`src/rtl/spi_slave.sv`:
```
// SPI mode-0 slave front end: deserialises command frames for the single-port RAM
// and returns its read byte on MISO. Optional SPI_MISO_HIZ_EN tri-states MISO when idle.
module spi_slave #(
    parameter int ADDR_SIZE = 8
) (
    input  logic                 clk,
    input  logic                 rst_n,
    input  logic                 ss_n,
    input  logic                 mosi,
    output logic                 miso,
    output logic [ADDR_SIZE+1:0] rx_data,
    output logic                 rx_valid,
    input  logic [ADDR_SIZE-1:0] tx_data,
    input  logic                 tx_valid
);

    localparam int FRAME_W  = ADDR_SIZE + 2;
    localparam int RX_CNT_W = $clog2(FRAME_W + 1);
    localparam int TX_CNT_W = $clog2(ADDR_SIZE + 1);
    localparam logic [RX_CNT_W-1:0] RX_LAST = RX_CNT_W'(FRAME_W - 1);
    localparam logic [RX_CNT_W-1:0] RX_FULL = RX_CNT_W'(FRAME_W);
    localparam logic [TX_CNT_W-1:0] TX_LAST = TX_CNT_W'(ADDR_SIZE - 1);

    typedef enum logic [2:0] {
        IDLE,
        CHK_CMD,
        WRITE,
        READ_ADD,
        READ_DATA
    } state_t;

    state_t                r_state;
    state_t                w_next_state;
    logic [FRAME_W-2:0]    r_shift;
    logic [RX_CNT_W-1:0]   r_bit_cnt;
    logic [FRAME_W-1:0]    r_rx_data;
    logic                  r_rx_valid;
    logic                  r_rd_addr_loaded;
    logic [ADDR_SIZE-1:0]  r_tx_shift;
    logic [TX_CNT_W-1:0]   r_tx_cnt;
    logic                  r_miso_en;
    logic                  r_miso_bit;
    logic                  r_tx_done;
    logic                  w_frame_done;
    logic                  w_receiving;

    assign w_frame_done = (r_bit_cnt == RX_FULL);
    assign w_receiving  = (r_state != IDLE) && !w_frame_done;

    // NOTE: every output of a combinational block gets a default first so no latch is inferred.
    always_comb begin
        w_next_state = r_state;
        if (ss_n) begin
            w_next_state = IDLE;
        end else begin
            case (r_state)
                IDLE:    w_next_state = CHK_CMD;
                CHK_CMD: begin
                    if (!mosi)                 w_next_state = WRITE;
                    else if (r_rd_addr_loaded) w_next_state = READ_DATA;
                    else                       w_next_state = READ_ADD;
                end
                default: w_next_state = r_state;
            endcase
        end
    end

    // NOTE: sequential state uses non-blocking assignments so all registers update together.
    always_ff @(posedge clk) begin
        if (!rst_n) begin
            r_state          <= IDLE;
            r_shift          <= '0;
            r_bit_cnt        <= '0;
            r_rx_data        <= '0;
            r_rx_valid       <= 1'b0;
            r_rd_addr_loaded <= 1'b0;
            r_tx_shift       <= '0;
            r_tx_cnt         <= '0;
            r_miso_en        <= 1'b0;
            r_miso_bit       <= 1'b0;
            r_tx_done        <= 1'b0;
        end else begin
            r_state    <= w_next_state;
            r_rx_valid <= 1'b0;
            if (ss_n) begin
                // Partial frames and replies are dropped; rx_data and the address flag survive.
                r_bit_cnt  <= '0;
                r_tx_cnt   <= '0;
                r_miso_en  <= 1'b0;
                r_miso_bit <= 1'b0;
                r_tx_done  <= 1'b0;
            end else if (w_receiving) begin
                r_shift   <= {r_shift[FRAME_W-3:0], mosi};
                r_bit_cnt <= r_bit_cnt + RX_CNT_W'(1);
                if (r_bit_cnt == RX_LAST) begin
                    r_rx_data  <= {r_shift, mosi};
                    r_rx_valid <= 1'b1;
                    if (r_state == READ_ADD) r_rd_addr_loaded <= 1'b1;
                end
            end else if (r_state == READ_DATA) begin
                if (r_miso_en) begin
                    if (r_tx_cnt == TX_LAST) begin
                        r_miso_en        <= 1'b0;
                        r_miso_bit       <= 1'b0;
                        r_tx_done        <= 1'b1;
                        r_rd_addr_loaded <= 1'b0;
                    end else begin
                        r_miso_bit <= r_tx_shift[ADDR_SIZE-1];
                        r_tx_shift <= {r_tx_shift[ADDR_SIZE-2:0], 1'b0};
                        r_tx_cnt   <= r_tx_cnt + TX_CNT_W'(1);
                    end
                end else if (!r_tx_done && tx_valid) begin
                    // MSB goes out on the very edge that samples the RAM strobe.
                    r_miso_en  <= 1'b1;
                    r_miso_bit <= tx_data[ADDR_SIZE-1];
                    r_tx_shift <= {tx_data[ADDR_SIZE-2:0], 1'b0};
                    r_tx_cnt   <= '0;
                end
            end
        end
    end

    assign rx_data  = r_rx_data;
    assign rx_valid = r_rx_valid;

`ifdef SPI_MISO_HIZ_EN
    assign miso = r_miso_en ? r_miso_bit : 1'bz;
`else
    assign miso = r_miso_bit;
`endif

endmodule

```
`config.mk`:
```
export PLATFORM = sky130hd
export DESIGN_NAME = spi_slave
export DESIGN_NICKNAME = d
export VERILOG_FILES = /design/src/rtl/spi_slave.sv
export SDC_FILE = /design/constraint.sdc
export NUM_CORES = 1
export LEC_CHECK = 0
export CORE_ASPECT_RATIO = 1.5
export CORE_MARGIN = 4
export CORE_UTILIZATION = 41
export DETAILED_ROUTE_END_ITERATION = 10
export SYNTH_ARGS = -nofsm -noshare
export SYNTH_HDL_FRONTEND = slang
export SYNTH_SLANG_ARGS = --single-unit
```
`constraint.sdc`:
```
create_clock -name clk -period 2.27 [get_ports clk]
set_input_delay 0.454 -clock clk [delete_from_list [all_inputs] [get_ports clk]]
set_output_delay 0.454 -clock clk [all_outputs]
set_load 0.01 [all_outputs]
```
==> After elaboration in Yosys (flattened, before gate mapping) <==
Index checks and enable logic that the tools add are counted.
{ "classes": {"add_sub_neg": 2, "multipliers": 0, "div": 0, "order_cmp": 0, "n_eq_ne": 9, "shifts": 0, "muxes": 22, "bitwise_logic": 3, "n_reduce_logical": 21} }
{ "ops": {"columns": ["cell", "count"], "rows": [
  ["$mux W8", 3],
  ["$mux W1", 13],
  ["$mux W4", 3],
  ["$reduce_bool A2 Y1", 5],
  ["$add A4 B1 Y4 const B", 2],
  ["$eq A4 B4 Y1 const B", 2],
  ["$reduce_and A4 Y1", 2],
  ["$mux W3", 2],
  ["$pmux W3 S2", 1],
  ["$reduce_and A3 Y1", 2],
  ["$reduce_and A6 Y1", 1],
  ["$reduce_and A5 Y1", 1],
  ["$eq A4 B3 Y1 const B", 1],
  ["$ne A2 B1 Y1 const B", 2],
  ["$reduce_and A2 Y1", 2],
  ["$eq A3 B1 Y1 const B", 1],
  ["$eq A3 B2 Y1 const B", 1],
  ["$eq A3 B3 Y1 const B", 1],
  ["$logic_not A3 Y1", 1],
  ["$not A1 Y1", 3],
  ["$reduce_bool A3 Y1", 1],
  ["$reduce_or A3 Y1", 1],
  ["$logic_and A1 B1 Y1", 2],
  ["$logic_not A1 Y1", 2],
  ["other kinds (2)", 2]
]} }
{ "word_totals": {"regBits": 43, "latchBits": 0, "ramBits": 0, "rom_bits": 0, "in_bits": 13, "wordCells": 68, "mem_count": 0} }

==> Longest topological paths before layout <==
Gate-level depths: netlist (run 1).
{ "depth": {"ltp_word": 5, "depth_mapped": 7, "ltp_nobuf": 6} }

==> Worst setup path before layout (run 1) <==
OpenSTA, ideal clock, no wires.
{ "synth_timing": {"path_kind": "register to register", "start": "register r_state[2]", "end": "register r_tx_cnt[3]", "arrival_time_ns": 1.696, "path_slack_ns": 0.504, "path_stages_with_launch": 6, "period_less_slack_ns": 1.766, "path_cell_list": "dfxtp_1 or3b_1 or2_0 buf_6 or4_1 a21oi_1"} }
{ "synth_via": {"elab_chain_len": 4} }
{ "synth_rtl": {"columns": ["item", "line_no", "rtl"], "rows": [
  ["from (decl)", "32", "state_t r_state;"],
  ["from (signal assigned)", "83", "r_state <= w_next_state;"],
  ["$reduce_bool A3 Y1", "48", "assign w_receiving = (r_state != IDLE) && !w_frame_done;"],
  ["$logic_and A1 B1 Y1", "48", null],
  ["$not A1 Y1 (no source line)", null, null],
  ["$reduce_and A4 Y1 (no source line) (*)", null, null],
  ["to (signal assigned)", "110", "r_tx_cnt <= r_tx_cnt + TX_CNT_W'(1);"],
  ["to (decl)", "40", "logic [TX_CNT_W-1:0] r_tx_cnt;"]
]} }
Every way passes the cells marked *; elsewhere a longest branch is shown, timed or not.
A chain may end at the register's enable or synchronous reset.

==> Worst setup path after layout (run 1) <==
{ "layout_timing": {"start": "register r_state[2]", "end": "register r_tx_cnt[2]"} }
The elaborated chain is that of the path after synthesis.

==> run_results.csv, run 1 <==
group,metric,value,unit
status,outcome,"finished, final reports clean",
sta,period_share,83.9,%
clock_tree,cts-root-buf,"clkbuf_8",
clock_tree,cts_max_path_buffers,2,
setup_path,ff2ff_setup_slack,0.36,ns
clock_tree,cts_hold_buf,0,
placed_design,dp.cells,269,
logic_synthesis,post-synth-top-area-cell,"dfxtp_1",
logic_synthesis,synthFlopType,"dfxtp_1",
clock_tree,clk_latency,0.28,ns
logic_synthesis,synth_edf_count,0,
setup_path,cp_slowest_cell,"or4_1",
placed_design,place_congestion,0.919,
clock_tree,htreeDepth,2,
logic_synthesis,synth.top_cell.area_share,46.5,%
final_layout,regArea,841,sq um
setup_path,start_kind,"flip-flop",
clock_tree,cts.clk_slew.worst_paths,0.07,ns
power,power.density,589,nW/um^2
sta,finalMaxSlewViolations,0,
die,rows,29,
sta,tightest_slew,0.643,ns
sta,fmax,0.525,GHz
run,cap_viol_max_count,0,
final_layout,multi_input_area,895,sq um
die,io_pins,25,
logic_synthesis,synth_area,1810,sq um
routing,totalWireLength,3.79,mm
setup_path,crit_required,2.49,ns
routing,route.detailed.drc,0,
min_path,hold_class,"flip-flop to flip-flop",
grt,grt_pass1_wl,6.53,mm
routing,first_pass_iters,4,
routing,drt-vias-per-instance,5.48,
routing,detail-route-antenna-nets,0,
sta,relSlewSlack,56.7,%
power,ir_drop,0.446,mV
final_layout,final_nets,247,
routing,via_count,1506,
clock_tree,cts_resized,0,
grt,grt_antenna_before_repair,0,
setup_path,cp_cell_sequence,"or3b_1 > or2_0 > or4_1 > a21oi_1",
die,start_util,42.6,%
grt,grt_max_degree,21,
setup_path,worstPathBufferInverterCount,0,
setup_path,endpoint_kind,"flip-flop",
routing,wire_per_inst,13.8,um
placed_design,portBuffers,24,
power,p_total,1290,uW
sta,finalSetupTns,0,ns
die,die_h,89.4,um
setup_path,arrival,2.12,ns
sta,finalSetupViolations,0,
logic_synthesis,syn_inst,203,
placed_design,hpwl,2.83,mm
setup_path,crit_fanout,6,
final_layout,fillers,394,
logic_synthesis,synthTopCellsByCount,"dfxtp_1 (42), nor2_1 (21), nand2_1 (16)",
clock_tree,cts.sinks,42,
power,power.leakage,0.000719,uW
clock_tree,cts_setup_buffers,0,
logic_synthesis,yosysMostFrequentCell,"dfxtp_1",
logic_synthesis,ys_types,39,
final_layout,diodes,0,
grt,grt_pass1_vias,1506,
die,core,4250,sq um
logic_synthesis,ys_ff_latch,42,
sta,grt_setup_unrepaired,"false",
sta,fin_skew,0.00289,ns
routing,drtIter0Drc,56,
logic_synthesis,synth_area_per_cell,8.91,sq um
logic_synthesis,synth_warnings,0,
setup_path,critical-path-max-stage-delay,0.51,ns
grt,grt.overflow.total,0,
sta,min_period,1.91,ns
logic_synthesis,synth_async_sr_flop_share,0,%
logic_synthesis,syn_nets,220,
logic_synthesis,yosysSeqAreaShare,46.5,%
placed_design,placed_cell_area,2110,sq um
final_layout,drive_gt1_share,7.86,%
final_layout,fin_cells,275,
die,die_w,62.2,um
grt,grt_usage,14.5,%
final_layout,stdcell_area,2190,sq um
clock_tree,cts_tree,"done",
die,die_area,5560,sq um
final_layout,final_core_util,51.7,%
setup_path,criticalPathCategory,"flip-flop to flip-flop",
final_layout,area_delta_synth_final,21.3,%
clock_tree,cts_buffers,5,
setup_path,critPathTopFamily,"simple AND/OR/NAND/NOR gates",
logic_synthesis,synthTopCellsByArea,"dfxtp_1 (46%), mux2i_1 (8.3%), nor2_1 (4.4%), nand3_1 (4.1%), o21ai_0 (4.1%)",
sta,hold_violations,0,
worst reg2reg max path, delay by kind of cell, from the launching register on:
family / cells / cell delay (ns)
AOI/OAI and AO/OA: 1 / 0.16
DFF: 1 / 0.41
and+or+nand+nor: 3 / 1.26
layout by cell type (no fill, tap or decap), types with 2 or more instances in the layout:
cell             count
a21oi_1             14
a311oi_1             6
a31oi_1              4
buf_4                8
clkbuf_8             6
clkdlybuf4s50_1     24
dfxtp_1             42
ha_1                 4
inv_1                4
mux2i_1             15
nand2_1             16
nand2b_1             2
nand3_1             15
nand3b_1             2
nand4_1              2
nor2_1              21
nor2b_1              2
nor3_1               2
nor3b_1              2
o21ai_0             15
o31ai_1              3
or3_2                2
or4_1                2
xor2_1               2
flip-flops by register name, indices dropped and copies added (netlist names):
register	count
r_tx_cnt	4
miso	1
r_tx_done	1
rx_valid	1
r_bit_cnt	4
r_state	3
r_miso_en	1
r_rd_addr_loaded	1
r_shift	9
rx_data	10
r_tx_shift	7
final timing paths:
kind | cells after the start | to | startpoint
max | 4 | r_tx_cnt[2] | r_state[2]
min reg2reg | 2 | rx_data[9] | r_shift[8]
max reg2reg | 4 | r_tx_cnt[2] | r_state[2]
min | 2 | rx_data[9] | r_shift[8]
cell type report:
class                           instances  share of cell area, %
Tap cell                               46                   2.62
Multi-Input combinational cell        144                   40.8
Sequential cell                        42                   38.3
Timing Repair Buffer                   32                   13.7
Inverter                                5                  0.855
Clock buffer                            6                   3.76
logic make-up (layout without fill, tap and decap cells):
family | Yosys count | after routing | synth area share [%]
flip-flops | 42 | 42 | 46.5
XOR/XNOR | 3 | 3 | 1.45
multiplexers | 15 | 15 | 8.30
AO/OA/AOI/OAI | 48 | 48 | 16.3
AND/OR/NAND/NOR | 74 | 74 | 20.6
buffers and inverters | 17 | 43 | 4.08
adder cells (fa/ha/maj) | 4 | 4 | 2.77
layer usage:
| metal | wire [um] | vias up | global-route usage (%) | part of all wire, % |
|---|---|---|---|---|
| met5 | 0 | - | 0 | 0 |
| met1 | 1630 | 703 | 15.0 | 43 |
| met4 | 61 | 0 | 6.11 | 1.6 |
| met2 | 1950 | 25 | 26.9 | 52 |
| met3 | 145 | 5 | 4.78 | 3.8 |
| li1 | - | 773 | - | - |
power by group:
| group | total, uW | switching (uW) | internal [uW] |
|---|---|---|---|
| registers | 746 | 5.49 | 741 |
| logic | 82.8 | 42.9 | 39.9 |
| clock network | 463 | 228 | 234 |
through the flow:
step | hold slack, ns | setup WS [ns]
floorplan | 0.435 | 0.504
CTS | 0.470 | 0.357
global route | 0.491 | 0.258
global placement | 0.454 | 0.215
detailed placement | 0.464 | 0.155
finish | 0.470 | 0.365
No activity file was read; power rests on OpenSTA's default activity.
==> inputs of run 2 (changes only) <==
- clock period: 2.27 -> 1.8 ns (I/O delays scaled with it)
==> run_results.csv, run 2 (synthesis results as in run 1) <==
group,metric,value,unit
placed_design,place_ws,-0.257,ns
final_layout,stdcell_area,2380,sq um
power,power.leakage,0.000831,uW
run,cap_viol_max_count,0,
routing,drtIter0Drc,74,
die,core,4250,sq um
setup_path,endpoint_kind,"flip-flop",
routing,drt-vias-per-instance,5.48,
sta,relSlewSlack,74.2,%
sta,min_period,1.73,ns
die,start_util,42.6,%
final_layout,area_delta_synth_final,31.5,%
setup_path,start_kind,"flip-flop",
routing,route.detailed.drc,0,
sta,finalMaxSlewViolations,0,
clock_tree,htreeDepth,2,
setup_path,crit_fanout,6,
routing,via_count,1605,
power,power.density,822,nW/um^2
grt,grt_antenna_before_repair,0,
clock_tree,cts_hold_buf,0,
die,die_w,62.2,um
sta,fmax,0.579,GHz
power,ir_drop,0.887,mV
final_layout,final_common_cell,"dfxtp_1",
clock_tree,cts.clk_slew.worst_paths,0.08,ns
sta,tightest_slew,0.384,ns
die,die_area,5560,sq um
placed_design,portBuffers,24,
power,p_total,1960,uW
die,die_h,89.4,um
clock_tree,cts.sinks,42,
final_layout,diodes,0,
grt,grt.overflow.total,0,
final_layout,fillers,392,
placed_design,dp.cells,284,
sta,grt_setup_unrepaired,"false",
final_layout,fin_cells,293,
sta,fin_skew,0.00614,ns
final_layout,final_nets,263,
final_layout,final_cell_mix,"dfxtp_1 (42), clkdlybuf4s50_1 (24), buf_4 (23)",
grt,grt_usage,16.1,%
setup_path,arrival,1.95,ns
routing,totalWireLength,4.27,mm
final_layout,largest_reg_flops,10,
sta,hold_violations,0,
min_path,hold_class,"flip-flop to flip-flop",
grt,grt_pass1_wl,7.27,mm
placed_design,place_congestion,0.875,
placed_design,placed_cell_area,2220,sq um
grt,grt_max_degree,21,
clock_tree,cts_tree,"done",
routing,first_pass_iters,4,
die,io_pins,25,
routing,wire_per_inst,14.6,um
setup_path,crit_required,2.03,ns
sta,period_share,96.0,%
placed_design,hpwl,3.13,mm
sta,fin_ws,0.0716,ns
sta,finalSetupViolations,0,
final_layout,drive_gt1_share,16.2,%
die,rows,29,
setup_path,criticalPathCategory,"flip-flop to flip-flop",
clock_tree,cts_max_path_buffers,2,
status,outcome,"finished, final reports clean",
clock_tree,cts-root-buf,"clkbuf_8",
clock_tree,cts_buffers,5,
routing,detail-route-antenna-nets,0,
final_layout,final_core_util,56.0,%
grt,grt_pass1_vias,1608,
clock_tree,clk_latency,0.29,ns
run 2: cell type report:
class	count	area (sq um)	area share, %
Sequential cell	42	841	35.3
Inverter	5	18.8	0.789
Timing Repair Buffer	48	418	17.6
Multi-Input combinational cell	144	906	38.1
Clock buffer	5	68.8	2.89
Tap cell	46	57.6	2.42
Clock inverter	3	68.8	2.89
run 2: final timing paths:
| check | start | endpoint | slack (ns) | cells past startpoint |
|---|---|---|---|---|
| hold reg to reg | r_shift[8] | rx_data[9] | 0.47 | 2 |
| setup reg to reg | r_state[2] | r_tx_cnt[3] | 0.07 | 4 |
| setup / recovery | r_state[2] | r_tx_cnt[3] | 0.07 | 4 |
| hold / removal | r_shift[8] | rx_data[9] | 0.47 | 2 |
run 2: report_power, final:
group          switching [uW]  total, uW  internal [uW]
clock network             328        884            556
registers                2.93        936            933
logic                    64.9        135           70.3
run 2: layer usage:
metal	global-route usage, %	vias up	part of all wire, %
met5	0	-	0
met1	17.4	748	42
met3	5.28	10	4.7
li1	-	811	-
met4	7.69	0	2.4
met2	28.5	36	51
run 2: metrics by stage:
stage | TNS [ns] | hold slack [ns]
CTS | 0 | 0.474
detailed placement | -2.12 | 0.462
finish | 0 | 0.468
global route | 0 | 0.498
floorplan | 0 | 0.435
global placement | -0.968 | 0.453
run 2: worst max-delay path, stage by stage (launching register included):
cell	delay, ns
dfxtp_1	0.33
or3b_4	0.40
or2_4	0.27
or4_1	0.50
a21oi_1	0.16
run 2: what timing repair did:
| action | CTS | global route |
|---|---|---|
| setup buffers | 0 | 0 |
| cloned | 0 | 1 |
| pin swaps | 0 | 0 |
| gates resized for setup | 2 | 5 |
| setup endpoints to repair | 2 | 16 |
==> RTL edit 1, RTL diff (config.mk and constraints of run 1) <==
Change the parameter `ADDR_SIZE` from 8 to 16.
--- a/src/rtl/spi_slave.sv
+++ b/src/rtl/spi_slave.sv
@@ -3,3 +3,3 @@
 module spi_slave #(
-    parameter int ADDR_SIZE = 8
+    parameter int ADDR_SIZE = 16
 ) (
Interface: changed (resized rx_data and tx_data); port bits go from 25 to 41. The function was not compared with the original's and may differ.
==> RTL edit 1 against run 1 <==
  * Wire length rose by 63%
  * Final area rose by 71%
  * Largest power group unchanged
  * Sequential cell count rose by 26
  * Power rose by 90%
  * Setup slack got worse by 0.14 ns
  * Cell count rose by 63%
  * Synthesized area rose by 67%
==> RTL edit 1: results (changes against run 1) <==
Layout
  – Layout cells sized above 1: 0.1232 (+0.04461)
  – Fillers: 717 (+82%)
  – Ant. Diodes: 0 (unchanged)
  – Max reg flops: 18 (+8)
  – Nets@finish: 370 (+50%)

Power
  – Peak VDD IR: 486.3 uV (+9.1%)
  – Static leakage: 1.424 nW (+98%)

Global route
  – Initial antenna violation count: 0 (unchanged)
  – Total Routing Usage GR: 0.1522 (+0.006858)
  – First-pass GRT wire length: 10.51 mm (+61%)
  – Vias in the first global route: 2,230 (+48%)
  – Largest net degree at the start of global routing: 69 (+230%)

Setup path
  – CP max FO: 15 (+9)
  – Critical path data arrival time: 2.26 ns (+0.14 ns)

Route
  – DR pass1 iterations: 4 (unchanged)
  – Vias per cell: 4.962 (-9.4%)
  – Wire per inst: 13.73 um (-0.27%)
  – Initial DRC count: 72 (+29%)

Clocking
  – Clk root buf: clkbuf_8
  – Max H-tree Level: 3 (+1)
  – CTS clk-pin slew, worst paths: 0.07 ns (about the same)
  – Hold buffer count at CTS: 0 (unchanged)
  – Post-CTS setup buffer count: 0 (unchanged)
  – Post-CTS resize count: 0 (unchanged)
  – Longest Clk Path Bufs: 2 (unchanged)
  – Clock Latency Late Sink: 0.35 ns (+0.07 ns)
  – Total CTS buffers: 9 (+4)

Synth
  – Mux cell area share after synthesis: 0.2241 (+0.1411)
  – Yosys cell types: 49 (+26%)
  – YS warnings: 0 (unchanged)
  – Post-synthesis adder-cell area fraction: 0.02067 (-0.006993)
  – Top cells by count, synth: 75 x nand2_1, 68 x dfxtp_1, 52 x mux2i_1, 14 x mux2_2, 10 x clkbuf_1
  – Synth Area in XOR/XNOR: 0 (-0.01452)
  – Sequential share of the synthesized area: 0.4498 (-0.01496)
  – Post-Synthesis Net Count: 333 (+51%)
  – Main synth FF type: dfxtp_1
  – Complex-gate fraction of the synthesized area: 0.07069 (-0.09252)
  – Top cells by area, synth: dfxtp_1 45%, mux2i_1 17%, nand2_1 9.3%
  – Ys async rst share: 0 (unchanged)

Place
  – Final GP Congestion: 0.7838 (-15%)
  – DPL Wire Length: 4.223 mm (+49%)
  – Buffers added on ports: 40 (+67%)

Timing
  – Max Clock Skew: 0.006217 ns (+0.003325 ns)
  – Worst slew pin tran: 0.6614 ns (+0.01853 ns)

Status
  – Outcome: finished, final reports clean

Min path
  – Hold/Removal Path Class: register to register
-- RTL edit 1: worst paths after layout --
| path | start | endpoint | slack (ns) | depth (start not counted) |
|---|---|---|---|---|
| setup / recovery | r_tx_cnt[0] | r_tx_shift[10] | 0.22 | 6 |
| hold / removal | rx_data[16] | rx_data[16] | 0.46 | 2 |
| setup reg to reg | r_tx_cnt[0] | r_tx_shift[10] | 0.22 | 6 |
| hold reg to reg | rx_data[16] | rx_data[16] | 0.46 | 2 |
-- RTL edit 1: critical path, cell delays in order, from the launching register on --
cell	delay (ns)
dfxtp_1	0.33
ha_1	0.22
and3_1	0.19
ha_1	0.24
nor2b_1	0.30
o2111ai_4	0.40
mux2i_1	0.23
-- RTL edit 1: area by class of cell --
class	instances	area, sq um	area share
clock buffer	10	137.6	0.03669
clock inverter	6	86.33	0.02302
inverter	7	26.28	0.007005
multi-input combinational	212	1536	0.4096
sequential	68	1361	0.3629
tap	100	125.1	0.03336
timing repair buffer	46	478.0	0.1274
-- RTL edit 1: logic make-up (layout without fill, tap and decap cells) --
family | count (synthesis) | count (layout)
adder cells (fa/ha/maj) | 5 | 5
multiplexers | 66 | 66
AND/OR/NAND/NOR | 112 | 112
flip-flops | 68 | 68
buffers and inverters | 27 | 69
AO/OA/AOI/OAI | 29 | 29
-- RTL edit 1: routing by layer --
metal	GRT usage	share of wire	vias to the layer above
met2	0.2500	0.51	31
li1	-	-	1139
met4	0.08051	0.022	0
met3	0.04618	0.035	11
met5	0	0	-
met1	0.1768	0.43	1047
-- RTL edit 1: stage by stage --
step           instance area (sq um)  instances  hold slack (ns)  worst slack [ns]  utilization
2_1_floorplan                   3027        307           0.4338            0.4625            -
3_3_place_gp                    3527        433           0.4405            0.2653       0.4881
3_5_place_dp                    3527        433           0.4496            0.2121       0.4881
4_1_cts                         3751        449           0.4631            0.1985       0.5190
5_1_grt                         3751        449           0.4733           0.04710       0.5190
6_report                        3751        449           0.4589            0.2197       0.5190
-- RTL edit 1: report_power, final --
| group | switching, mW | total (mW) | internal [mW] |
|---|---|---|---|
| Clock | 0.475 | 1.12 | 0.648 |
| Combinational | 0.0636 | 0.131 | 0.0670 |
| Sequential | 0.00692 | 1.20 | 1.20 |
| Total | 0.545 | 2.46 | 1.91 |
==> RTL edit 2, RTL diff (config.mk and constraints of run 1) <==
Without the edit above. Register the output `rx_data` once more, with the module's reset; this adds one clock of latency there. The other outputs are not delayed to match.
--- a/src/rtl/spi_slave.sv
+++ b/src/rtl/spi_slave.sv
@@ -122,3 +122,9 @@
 
-    assign rx_data  = r_rx_data;
+    always_ff @(posedge clk) begin
+        if (!rst_n) begin
+            rx_data <= '0;
+        end else begin
+            rx_data <= r_rx_data;
+        end
+    end
     assign rx_valid = r_rx_valid;
Check against the original RTL: same outputs for any inputs over 10 cycles, from zero or initial values and one cycle with rst_n low; that may be too few to reach the edited logic, so the function may still have changed.
==> RTL edit 2 against run 1 <==
  * Power increased by 18%
  * Maximum frequency grew 1.8%
  * Core utilization down 1.3 points
  * Sequential power is 24% higher
  * Setup slack improved by 0.033 ns
  * Cell count up 8.7%
  * Wire length rose by 4.1%
  * Sequential cell count is 10 higher
  * Final area is 12% higher
  * Critical path type unchanged
  * Synthesized area rose by 16%
  * Synthesized cell count is 2.0% higher
==> RTL edit 2: results (changes against run 1) <==
Status
  – Outcome: finished, final reports clean

Route
  – Initial DRC count: 84 (+50%)
  – DR pass1 iterations: 4 (unchanged)
  – Wire per inst: 13.18 um (-4.2%)
  – Vias: 1,505 (-0.066%)

Setup path
  – CP max FO: 8 (+2)
  – Critical path's top delay family: simple AND/OR/NAND/NOR gates
  – Startpoint type of the worst setup path: register
  – Critical Path Max Stage Delay: 0.37 ns (-0.14 ns)
  – Worst r2r src: r_bit_cnt[0]
  – Reg2reg setup slack: 0.40 ns (+0.03 ns)
  – CP max stage cell: dfxtp_1

Place
  – Placed Cells: 291 (+8.2%)
  – Final GP Congestion: 0.7611 (-17%)
  – Pre-CTS setup slack: 0.1995 ns (+0.04420 ns)
  – DPL Wire Length: 2.860 mm (+1.1%)

Synth
  – Post-synthesis adder-cell area fraction: 0.02389 (-0.003768)
  – Mux cell area share after synthesis: 0.1099 (+0.02693)
  – Complex-gate fraction of the synthesized area: 0.1153 (-0.04792)
  – Top cells by count, synth: 52 x dfxtp_1, 26 x nor2_1, 23 x mux2i_1, 12 x a21oi_1, 11 x and2_1
  – Yosys cell types: 41 (+5.1%)
  – Synth Area in XOR/XNOR: 0.008363 (-0.006160)
  – Top cells by area, synth: dfxtp_1 50%, mux2i_1 11%, nor2_1 4.7%
  – Sequential share of the synthesized area: 0.4970 (+0.03228)
  – Post-synth top area cell: dfxtp_1
  – Cells after Synth: 207 (+2.0%)
  – Post-Synthesis Net Count: 224 (+1.8%)
  – Ys async rst share: 0 (unchanged)

Layout
  – Nets@finish: 249 (+0.81%)
  – Non-Filler Instances: 299 (+8.7%)
  – Largest registers: r_rx_data: 10 flops, rx_data: 10 flops, r_shift: 9 flops
  – Layout cells sized above 1: 0.08584 (+0.007234)
  – Fillers: 497 (+26%)

Power
  – Peak VDD IR: 467.8 uV (+5.0%)
  – Static leakage: 0.9544 nW (+33%)

Min path
  – Worst hold start: r_rx_data[9]

Clocking
  – Clock Latency Late Sink: 0.31 ns (+0.03 ns)
  – CTS clk-pin slew, worst paths: 0.10 ns (+0.03 ns)
  – Post-CTS setup buffer count: 0 (unchanged)
  – Clk root buf: clkbuf_8
  – Longest Clk Path Bufs: 2 (unchanged)

Global route
  – Gr ovfl total: 0 (unchanged)
  – First-pass GRT wire length: 6.851 mm (+4.9%)
  – Total Routing Usage GR: 0.1413 (-0.004020)
  – Initial antenna violation count: 0 (unchanged)
  – Largest net degree at the start of global routing: 17 (-19%)

Timing
  – Hold_ws: 0.4625 ns (-0.007696 ns)
  – Max-slew headroom: 0.6550 (+0.08814)
  – Max Clock Skew: 0.008193 ns (+0.005301 ns)
  – Fmax: 534.1 MHz (+1.8%)
==> RTL edit 2: cell types whose count changed in the layout (fill, tap and decap cells not counted), sizes merged, moves of 8 or more <==
cell   before  now
and2        0   11
nand2      16    7
nand3      15    2
mux2i      15   23
o21ai      15    2
dfxtp      42   52
==> RTL edit 2: metal layers <==
layer	wire (um)	vias up	share of wire	GRT usage
met5	0	-	0	0
met2	1997	17	0.51	0.2287
met1	1745	702	0.44	0.1738
met4	93	0	0.024	0.06780
met3	105	8	0.027	0.03420
li1	-	778	-	-
==> RTL edit 2: stage by stage <==
stage	util	cell area [sq um]
floorplan	-	2095
global placement	0.4857	2374
detailed placement	0.4857	2374
CTS	0.5038	2462
global route	0.5038	2462
finish	0.5038	2462
==> RTL edit 2: final timing paths <==
kind | end | cells past startpoint
hold / removal | rx_data[9] | 1
setup / recovery | r_tx_shift[1] | 6
hold reg to reg | rx_data[9] | 1
setup reg to reg | r_tx_shift[1] | 6
==> RTL edit 2: cell type report <==
cell class                 count  share of cell area
inverter                       7             0.01067
sequential                    52              0.4228
timing repair buffer          30              0.1159
clock inverter                 2            0.006606
multi-input combinational    136              0.3811
clock buffer                   6             0.02947
tap                           66             0.03354
==> RTL edit 2: power by group <==
part / internal (mW) / total (mW) / leakage, nW / switching, mW
Combinational: 0.0374 / 0.0757 / 0.494 / 0.0384
Sequential: 0.916 / 0.923 / 0.419 / 0.00688
Clock: 0.220 / 0.524 / 0.0414 / 0.304
==> RTL edit 2: worst reg2reg max path: cells and delay by family, from the launching register on <==
family | cells | cell delay [ns]
AND/OR/NAND/NOR | 2 | 0.66
flip-flops | 1 | 0.37
buffers and inverters | 1 | 0.08
AO/OA/AOI/OAI | 2 | 0.55
adder cells (fa/ha/maj) | 1 | 0.16
